**src/rtl/game_pkg.sv**
```systemverilog
// rtl/game_pkg.sv - shared states, field widths and score arithmetic for the round sequencer
package game_pkg;

    typedef enum logic [2:0] {
        IDLE     = 3'd0,
        LAUNCH   = 3'd1,
        WAIT_SCR = 3'd2,
        PLAY     = 3'd3,
        JUDGE    = 3'd4,
        RESULT   = 3'd5,
        DONE     = 3'd6
    } state_t;

    localparam int ROUND_W   = 4;
    localparam int TIME_W    = 6;
    localparam int SCORE_W   = 4;
    localparam int TRIES_W   = 2;
    localparam int SCORE_MAX = 15;

    // SCORE_MAX is all-ones, so a carry out of the score field means saturate
    function automatic logic [SCORE_W-1:0] score_sat_add(input logic [SCORE_W-1:0] a,
                                                         input logic [SCORE_W-1:0] b);
        logic [SCORE_W:0] sum;
        sum = {1'b0, a} + {1'b0, b};
        return sum[SCORE_W] ? {SCORE_W{1'b1}} : sum[SCORE_W-1:0];
    endfunction

endpackage

```
**src/rtl/round_sequencer_if.sv**
```systemverilog
// rtl/round_sequencer_if.sv - player/datapath handshake and display signals of the round sequencer
interface round_sequencer_if;
    import game_pkg::*;

    logic               start_btn;
    logic               submit_btn;
    logic               scramble_done;
    logic               is_correct;
    logic               game_start;
    logic [ROUND_W-1:0] round_num;
    logic [TIME_W-1:0]  time_left;
    logic [SCORE_W-1:0] score;
    logic [TRIES_W-1:0] tries_left;
    logic               round_win;
    logic               round_lose;
    logic               game_over;

    modport slave (
        input  start_btn, submit_btn, scramble_done, is_correct,
        output game_start, round_num, time_left, score, tries_left,
               round_win, round_lose, game_over
    );

    modport master (
        output start_btn, submit_btn, scramble_done, is_correct,
        input  game_start, round_num, time_left, score, tries_left,
               round_win, round_lose, game_over
    );

endinterface

```
**src/rtl/round_timer.sv**
```systemverilog
// rtl/round_timer.sv - per-round seconds countdown driven by a clock prescaler
module round_timer
    import game_pkg::*;
#(
    parameter int ROUND_TIME = 30,
    parameter int TICK_DIV   = 50000000
) (
    input  logic              clk,
    input  logic              rst,
    input  logic              i_load,
    input  logic              i_run,
    output logic [TIME_W-1:0] o_time_left,
    output logic              o_timeout
);

    localparam int                PRE_W     = (TICK_DIV > 1) ? $clog2(TICK_DIV) : 1;
    localparam logic [PRE_W-1:0]  PRE_LAST  = PRE_W'(TICK_DIV - 1);
    localparam logic [TIME_W-1:0] TIME_INIT = TIME_W'(ROUND_TIME);

    logic [PRE_W-1:0]  r_presc;
    logic [TIME_W-1:0] r_time;
    logic              w_wrap;

    assign w_wrap      = i_run && (r_presc == PRE_LAST);
    assign o_timeout   = w_wrap && (r_time == TIME_W'(1));
    assign o_time_left = r_time;

    // Holding i_run low freezes both counters so a resumed round keeps its phase
    always_ff @(posedge clk or negedge rst) begin
        if (!rst) begin
            r_presc <= '0;
            r_time  <= TIME_INIT;
        end else if (i_load) begin
            r_presc <= '0;
            r_time  <= TIME_INIT;
        end else if (w_wrap) begin
            r_presc <= '0;
            r_time  <= r_time - TIME_W'(1);
        end else if (i_run) begin
            r_presc <= r_presc + PRE_W'(1);
        end
    end

endmodule

```
**src/rtl/round_sequencer.sv**
```systemverilog
// rtl/round_sequencer.sv - game FSM: launch, scramble wait, timed play, judging and scoring (option: SCORE_BONUS_EN)
module round_sequencer
    import game_pkg::*;
#(
    parameter int NUM_ROUNDS  = 5,
    parameter int ROUND_TIME  = 30,
    parameter int TICK_DIV    = 50000000,
    parameter int MAX_TRIES   = 3,
    parameter int RESULT_HOLD = 100000000
) (
    input  logic              clk,
    input  logic              rst,
    round_sequencer_if.slave  bus
);

    localparam int                 HOLD_W    = $clog2(RESULT_HOLD + 1);
    localparam logic [HOLD_W-1:0]  HOLD_LAST = HOLD_W'(RESULT_HOLD - 1);
    localparam logic [TRIES_W-1:0] TRIES_MAX = TRIES_W'(MAX_TRIES);
    localparam logic [ROUND_W-1:0] LAST_RND  = ROUND_W'(NUM_ROUNDS);

    state_t             r_state;
    state_t             w_next;
    logic [ROUND_W-1:0] r_round;
    logic [SCORE_W-1:0] r_score;
    logic [TRIES_W-1:0] r_tries;
    logic [HOLD_W-1:0]  r_hold;
    logic               r_win;
    logic               r_lose;

    logic               w_load;
    logic               w_run;
    logic               w_timeout;
    logic               w_hold_done;
    logic [TIME_W-1:0]  w_time_left;
    logic [SCORE_W-1:0] w_gain;

    // Reloads land on entry to LAUNCH so the launch cycle already shows fresh values
    assign w_load      = (w_next == LAUNCH);
    assign w_run       = (r_state == PLAY) && !bus.submit_btn;
    assign w_hold_done = (r_state == RESULT) && (r_hold == HOLD_LAST);

    round_timer #(
        .ROUND_TIME (ROUND_TIME),
        .TICK_DIV   (TICK_DIV)
    ) u_timer (
        .clk         (clk),
        .rst         (rst),
        .i_load      (w_load),
        .i_run       (w_run),
        .o_time_left (w_time_left),
        .o_timeout   (w_timeout)
    );

`ifdef SCORE_BONUS_EN
    assign w_gain = ((w_time_left >= TIME_W'(ROUND_TIME / 2)) && (r_tries == TRIES_MAX))
                    ? SCORE_W'(2) : SCORE_W'(1);
`else
    assign w_gain = SCORE_W'(1);
`endif

    always_comb begin
        w_next = r_state;
        case (r_state)
            IDLE:     if (bus.start_btn) w_next = LAUNCH;
            LAUNCH:   w_next = WAIT_SCR;
            WAIT_SCR: if (bus.scramble_done) w_next = PLAY;
            PLAY: begin
                if (bus.submit_btn)  w_next = JUDGE;
                else if (w_timeout)  w_next = RESULT;
            end
            JUDGE:    w_next = (bus.is_correct || (r_tries <= TRIES_W'(1))) ? RESULT : PLAY;
            RESULT:   if (w_hold_done) w_next = (r_round == LAST_RND) ? DONE : LAUNCH;
            DONE:     if (bus.start_btn) w_next = LAUNCH;
            default:  w_next = IDLE;
        endcase
    end

    always_ff @(posedge clk or negedge rst) begin
        if (!rst) begin
            r_state <= IDLE;
            r_round <= ROUND_W'(1);
            r_score <= '0;
            r_tries <= TRIES_MAX;
            r_hold  <= '0;
            r_win   <= 1'b0;
            r_lose  <= 1'b0;
        end else begin
            r_state <= w_next;
            r_win   <= 1'b0;
            r_lose  <= 1'b0;
            if (w_load) r_tries <= TRIES_MAX;
            case (r_state)
                PLAY: if (w_timeout) r_lose <= 1'b1;
                JUDGE: begin
                    if (bus.is_correct) begin
                        r_score <= score_sat_add(r_score, w_gain);
                        r_win   <= 1'b1;
                    end else if (r_tries > TRIES_W'(1)) begin
                        r_tries <= r_tries - TRIES_W'(1);
                    end else begin
                        r_tries <= '0;
                        r_lose  <= 1'b1;
                    end
                end
                RESULT: begin
                    if (w_hold_done) begin
                        r_hold <= '0;
                        if (r_round != LAST_RND) r_round <= r_round + ROUND_W'(1);
                    end else begin
                        r_hold <= r_hold + HOLD_W'(1);
                    end
                end
                DONE: begin
                    if (bus.start_btn) begin
                        r_score <= '0;
                        r_round <= ROUND_W'(1);
                    end
                end
                default: ;
            endcase
        end
    end

    assign bus.game_start = (r_state == LAUNCH);
    assign bus.game_over  = (r_state == DONE);
    assign bus.round_num  = r_round;
    assign bus.time_left  = w_time_left;
    assign bus.score      = r_score;
    assign bus.tries_left = r_tries;
    assign bus.round_win  = r_win;
    assign bus.round_lose = r_lose;

endmodule

```
**src/flat_wrapper.sv**
```systemverilog
// flat-port wrapper written by rule: the top's interface ports become plain ports
module round_sequencer_flat import game_pkg::*;
#(
    parameter int NUM_ROUNDS  = 5,
    parameter int ROUND_TIME  = 30,
    parameter int TICK_DIV    = 50000000,
    parameter int MAX_TRIES   = 3,
    parameter int RESULT_HOLD = 100000000
)
  (clk, rst, bus_start_btn, bus_submit_btn, bus_scramble_done, bus_is_correct, bus_game_start, bus_round_num, bus_time_left, bus_score, bus_tries_left, bus_round_win, bus_round_lose, bus_game_over);
  round_sequencer_if bus_i ();
  input  logic clk;
  input  logic rst;
  input wire logic [$bits(bus_i.start_btn)-1:0] bus_start_btn;
  input wire logic [$bits(bus_i.submit_btn)-1:0] bus_submit_btn;
  input wire logic [$bits(bus_i.scramble_done)-1:0] bus_scramble_done;
  input wire logic [$bits(bus_i.is_correct)-1:0] bus_is_correct;
  output wire logic [$bits(bus_i.game_start)-1:0] bus_game_start;
  output wire logic [$bits(bus_i.round_num)-1:0] bus_round_num;
  output wire logic [$bits(bus_i.time_left)-1:0] bus_time_left;
  output wire logic [$bits(bus_i.score)-1:0] bus_score;
  output wire logic [$bits(bus_i.tries_left)-1:0] bus_tries_left;
  output wire logic [$bits(bus_i.round_win)-1:0] bus_round_win;
  output wire logic [$bits(bus_i.round_lose)-1:0] bus_round_lose;
  output wire logic [$bits(bus_i.game_over)-1:0] bus_game_over;
  assign bus_i.start_btn = bus_start_btn;
  assign bus_i.submit_btn = bus_submit_btn;
  assign bus_i.scramble_done = bus_scramble_done;
  assign bus_i.is_correct = bus_is_correct;
  assign bus_game_start = bus_i.game_start;
  assign bus_round_num = bus_i.round_num;
  assign bus_time_left = bus_i.time_left;
  assign bus_score = bus_i.score;
  assign bus_tries_left = bus_i.tries_left;
  assign bus_round_win = bus_i.round_win;
  assign bus_round_lose = bus_i.round_lose;
  assign bus_game_over = bus_i.game_over;
  round_sequencer #(.NUM_ROUNDS(NUM_ROUNDS), .ROUND_TIME(ROUND_TIME), .TICK_DIV(TICK_DIV), .MAX_TRIES(MAX_TRIES), .RESULT_HOLD(RESULT_HOLD)) u_core (.clk(clk), .rst(rst), .bus(bus_i));
endmodule
```
**config.mk**
```make
export PLATFORM = sky130hd
export DESIGN_NAME = round_sequencer_flat
export DESIGN_NICKNAME = d
export VERILOG_FILES = /design/src/rtl/game_pkg.sv /design/src/rtl/round_sequencer_if.sv /design/src/rtl/round_timer.sv /design/src/rtl/round_sequencer.sv /design/src/flat_wrapper.sv
export SDC_FILE = /design/constraint.sdc
export NUM_CORES = 1
export LEC_CHECK = 0
export ABC_AREA = 1
export CELL_PAD_IN_SITES_DETAIL_PLACEMENT = 0
export CELL_PAD_IN_SITES_GLOBAL_PLACEMENT = 1
export CORE_MARGIN = 5
export CORE_UTILIZATION = 28
export DETAILED_ROUTE_END_ITERATION = 8
export PLACE_DENSITY = 0.62
export SLEW_MARGIN = 0
export SYNTH_ARGS = -nofsm -noshare
export SYNTH_HDL_FRONTEND = slang
export SYNTH_SLANG_ARGS = --single-unit
export TNS_END_PERCENT = 5
```
**constraint.sdc**
```tcl
create_clock -name clk -period 2.6 [get_ports clk]
set_clock_uncertainty 0.1 [all_clocks]
set_input_delay 0.52 -clock clk [delete_from_list [all_inputs] [get_ports clk]]
set_output_delay 0.52 -clock clk [all_outputs]
set_load 0.02 [all_outputs]
```
==> flow_results.org <==
** Die
- Die ar. :: 0.0198 mm^2
- Initial core utilization :: 28.7%
- Floorplan die width :: 141 um
- Die span in y :: between 100 and 150 um
- In this run the count of I/O pins placed on the die edge is 26.
- Row Count :: 47
- Core area :: 0.0167 mm^2

** Clock tree
- Number of H-tree levels :: 3
- Post-CTS repair changed the size of 0 cells.
- Clock transition at the register clock pins on the worst setup and hold paths after CTS :: 0.06 ns
- Hold repair after CTS inserted 0 buffers.
- Clock tree buffer depth :: 2
- Clock insertion delay at the later pin of the skew report :: 0.34 ns
- Counting the buffers created by CTS gives 9.
- CTS tree :: done
- Post-CTS timing repair inserted 0 buffers for setup.
- Root buffer cell :: clkbuf_16
- For this design, the sink count on the clock tree is 74.

** Timing
- Number of hold violations in the final report :: 0
- Unrepaired setup endpoints after global routing :: no
- Post-route fraction of the period consumed by the critical path :: 91.8%
- In this run the tightest slew margin relative to its limit is roughly 65%.
- The total count of max-transition violations in the final report was 0.
- Derived from the worst setup path, the maximum achievable clock frequency is 419 MHz.
- The clock period could shrink to 2.39 ns.
- Setup total negative slack on the finished layout was measured at 0 ns.
- At the pin with the least slew margin, the transition time is around 0.53 ns.
- After layout, the worst setup slack is 0.214 ns.
- Final setup violation count :: 0

** Routing
- In the final routing, the length of wire on met1 measures 5920 um.
- Detailed Route WL :: 12200 um
- For this run, design rule violations remaining after detail routing come to 0.
- Average wire per cell in the routed design :: 13.1 um
- In this run the remaining antenna-violating nets after routing total 0.
- In the detailed route, the total length drawn on met2 is 5720 um.
- The detailed router finished its first iteration with 208 violations.
- Before antenna repair, the detailed router went through 5 iterations.
- In this run the top signal layer used is met4.
- Via total after detailed routing :: 4381
- In the routed layout, each cell is associated on average with a via count of 4.70.
- In the detailed route, the total length drawn on met3 is 424 um.

** Layout
- Fillcell total :: 1803
- Of the cells placed in the final design, the portion with a size suffix greater than 1 is 9.82%.
- Final nets :: about 720
- Leading cell types in the layout, fill and taps excluded :: nand2_1 (160), inv_1 (102), nor2_1 (78)
- Area of all placed cells without fillers :: 0.00566 mm^2
- Number of diodes added for antenna fixing :: 0
- Sequential standard cell area :: 0.00186 mm^2
- The count of cells in the finished layout, fillers not included, comes to approximately 930.
- Synthesis-to-layout area growth :: 18.2%
- Area taken by multi-input logic gates :: 0.00246 mm^2
- The library cell used most frequently in the layout, excluding fill and tap cells, is nand2_1.

** Yosys
- Summing the areas of all fa, ha and maj instances in the mapped netlist gives 1.83% of the synthesized area.
- Main combinational cell family by area after synthesis :: simple AND/OR/NAND/NOR gates
- Number of instances in the synthesized netlist :: around 670
- The cell area that synthesis handed to floorplanning was 0.00479 mm^2.
- A synthesized cell averages 7.11 um^2.
- Of the total synthesized cell area, the portion taken by XOR and XNOR cells is 4.94%.
- Multiplexer share of the synthesized area :: less than 1%
- Total of flip-flops plus latches after synthesis :: 74
- The Yosys step of the flow raised 0 warnings.
- Count of cell types in the netlist :: 39
- Net count after synthesis :: roughly 700
- Synth Area in Simple Gates :: 38.3%
- Summing the sequential cell areas from Yosys gives 38.9% of the chip area.
- The synthesized netlist devotes 5.64% of its cell area to compound gates.

** Power
- Dividing total power by cell area gives a power density of about 670 mW/mm^2.
- Max IR drop VDD :: 0.000474 V
- Leakage :: 0.00260 uW

** Critical path
- Worst Setup Start Kind :: flip-flop
- STA puts the critical path data required time at 1.98 ns.
- STA puts the critical path data arrival time at 1.77 ns.
- The worst setup path is captured at a primary output.
- Highest fanout seen on the critical path :: 7
- Worst Setup Path Type :: reg2out
- Number of cell instances on the worst register-to-register path :: 14

** Place
- Number of placed instances, taps included :: 917
- The wire-length estimate of the detail-placed layout is a little over 9000 um.
- Placed cell areas :: 0.00538 mm^2
- Pre-CTS WS :: 0.0875 ns
- Routability congestion estimate from global placement :: between 0.8 and 0.9
- IO buf count :: 25

** Global routing
- Number of global-route vias before repair :: 4285
- The total overflow left after global routing is 0.
- Total Routing Usage GR :: 12.9%
- The initial antenna violation count came to 0.
- The first global-routing pass estimated 21100 um of wire.
- Maximum number of pins on one net before global-route repair :: 52

** Hold path
- Hold/Removal Path Class :: in2async

** Run
- The tool flagged a number of max-cap violations equal to 0.

** Run status
- Status :: completed
[flip-flops by register name, summed over array words and instances, names as in the netlist]
name and cells:
u_core.bus.score 4, u_core.bus.round_num 4, u_core.bus.round_win 1, u_core.bus.round_lose 1
u_core.u_timer.o_time_left 6, u_core.r_state 3, u_core.r_hold 27, u_core.u_timer.r_presc 26
u_core.bus.tries_left 2
[cells in the mapped netlist]
cell      instances  area [um^2]
a211oi_1          2         15.0
a21oi_1          16         80.1
a21oi_2           1         8.76
a22oi_1           1         7.51
a31oi_1           1         6.26
buf_1             2         7.51
buf_2             8         40.0
buf_6             1         11.3
buf_8             1         15.0
clkbuf_1          2         7.51
dfrtp_1          67         1680
dfstp_2           7          184
ha_1              7         87.6
inv_1           102          383
inv_2             3         11.3
mux2_2            2         22.5
nand2_1         160          601
nand2_2           3         18.8
nand2_4           1         11.3
nand3_1          77          385
nand3_2          13          130
nand3_4           1         17.5
nand4_1          13         81.3
nor2_1           78          293
nor2_2            3         18.8
nor2_4            3         33.8
nor3_1           29          145
nor3_2            1         10.0
nor3b_1           2         15.0
nor4_1            9         56.3
o211ai_1          1         7.51
o21a_1            2         15.0
o21ai_0          21          105
o221a_2           1         11.3
o22ai_1           1         6.26
o31ai_1           1         7.51
or2_2             3         18.8
xnor2_1           8         70.1
xor2_1           19          166
[critical path, cell delays in order, from the launching register on]
cell and delay, ns:
dfrtp_1 0.51, nand3_1 0.19, inv_1 0.10, clkdlybuf4s50_1 0.62
[where the power goes]
group	internal [uW]	switching, uW
Combinational	441	765
Clock	671	505
Sequential	1280	127
[metal layers]
layer | vias to the layer above | track usage (%)
li1 | 2227 | -
met3 | 16 | 2.91
met2 | 74 | 20.7
met5 | - | 0
met1 | 2064 | 17.5
met4 | 0 | 3.52
[layout make-up]
type,instances,share of cell area [%]
clock buffer,12,4.36
clock inverter,4,0.487
inverter,105,6.97
multi-input combinational,480,43.5
sequential,74,32.9
tap,220,4.87
timing repair buffer,38,6.99
[per-stage QoR]
stage / total power (uW) / hold WS (ns) / util (%)
floorplan: 2270 / 0.124 / -
global placement: 2630 / 0.378 / 32.2
detailed placement: 2660 / 0.383 / 32.2
CTS: 3870 / 0.0566 / 33.9
global route: 4030 / 0.0772 / 33.9
finish: 3790 / 0.0419 / 33.9
[worst paths after layout]
kind | from | endpoint | slack, ns
min reg2reg | u_core.r_hold[21] | u_core.r_hold[21] | 0.39
max in group asynchronous | rst | u_core.bus.tries_left[0] | 1.71
min | rst | u_core.u_timer.r_presc[2] | 0.04
max reg2reg | u_core.u_timer.r_presc[0] | u_core.u_timer.r_presc[13] | 0.27
min in group clk | u_core.r_hold[21] | u_core.r_hold[21] | 0.39
max | u_core.r_state[2] | bus_game_over | 0.21
[logic make-up (layout without fill, tap and decap cells)]
family                   count (synthesis)  in the layout
buffers and inverters                  119            159
XOR/XNOR                                27             27
AND/OR/NAND/NOR                        396            396
AO/OA/AOI/OAI                           48             48
multiplexers                             2              2
flip-flops                              74             74
adder cells (fa/ha/maj)                  7              7
No activity file was read; power rests on OpenSTA's default activity.
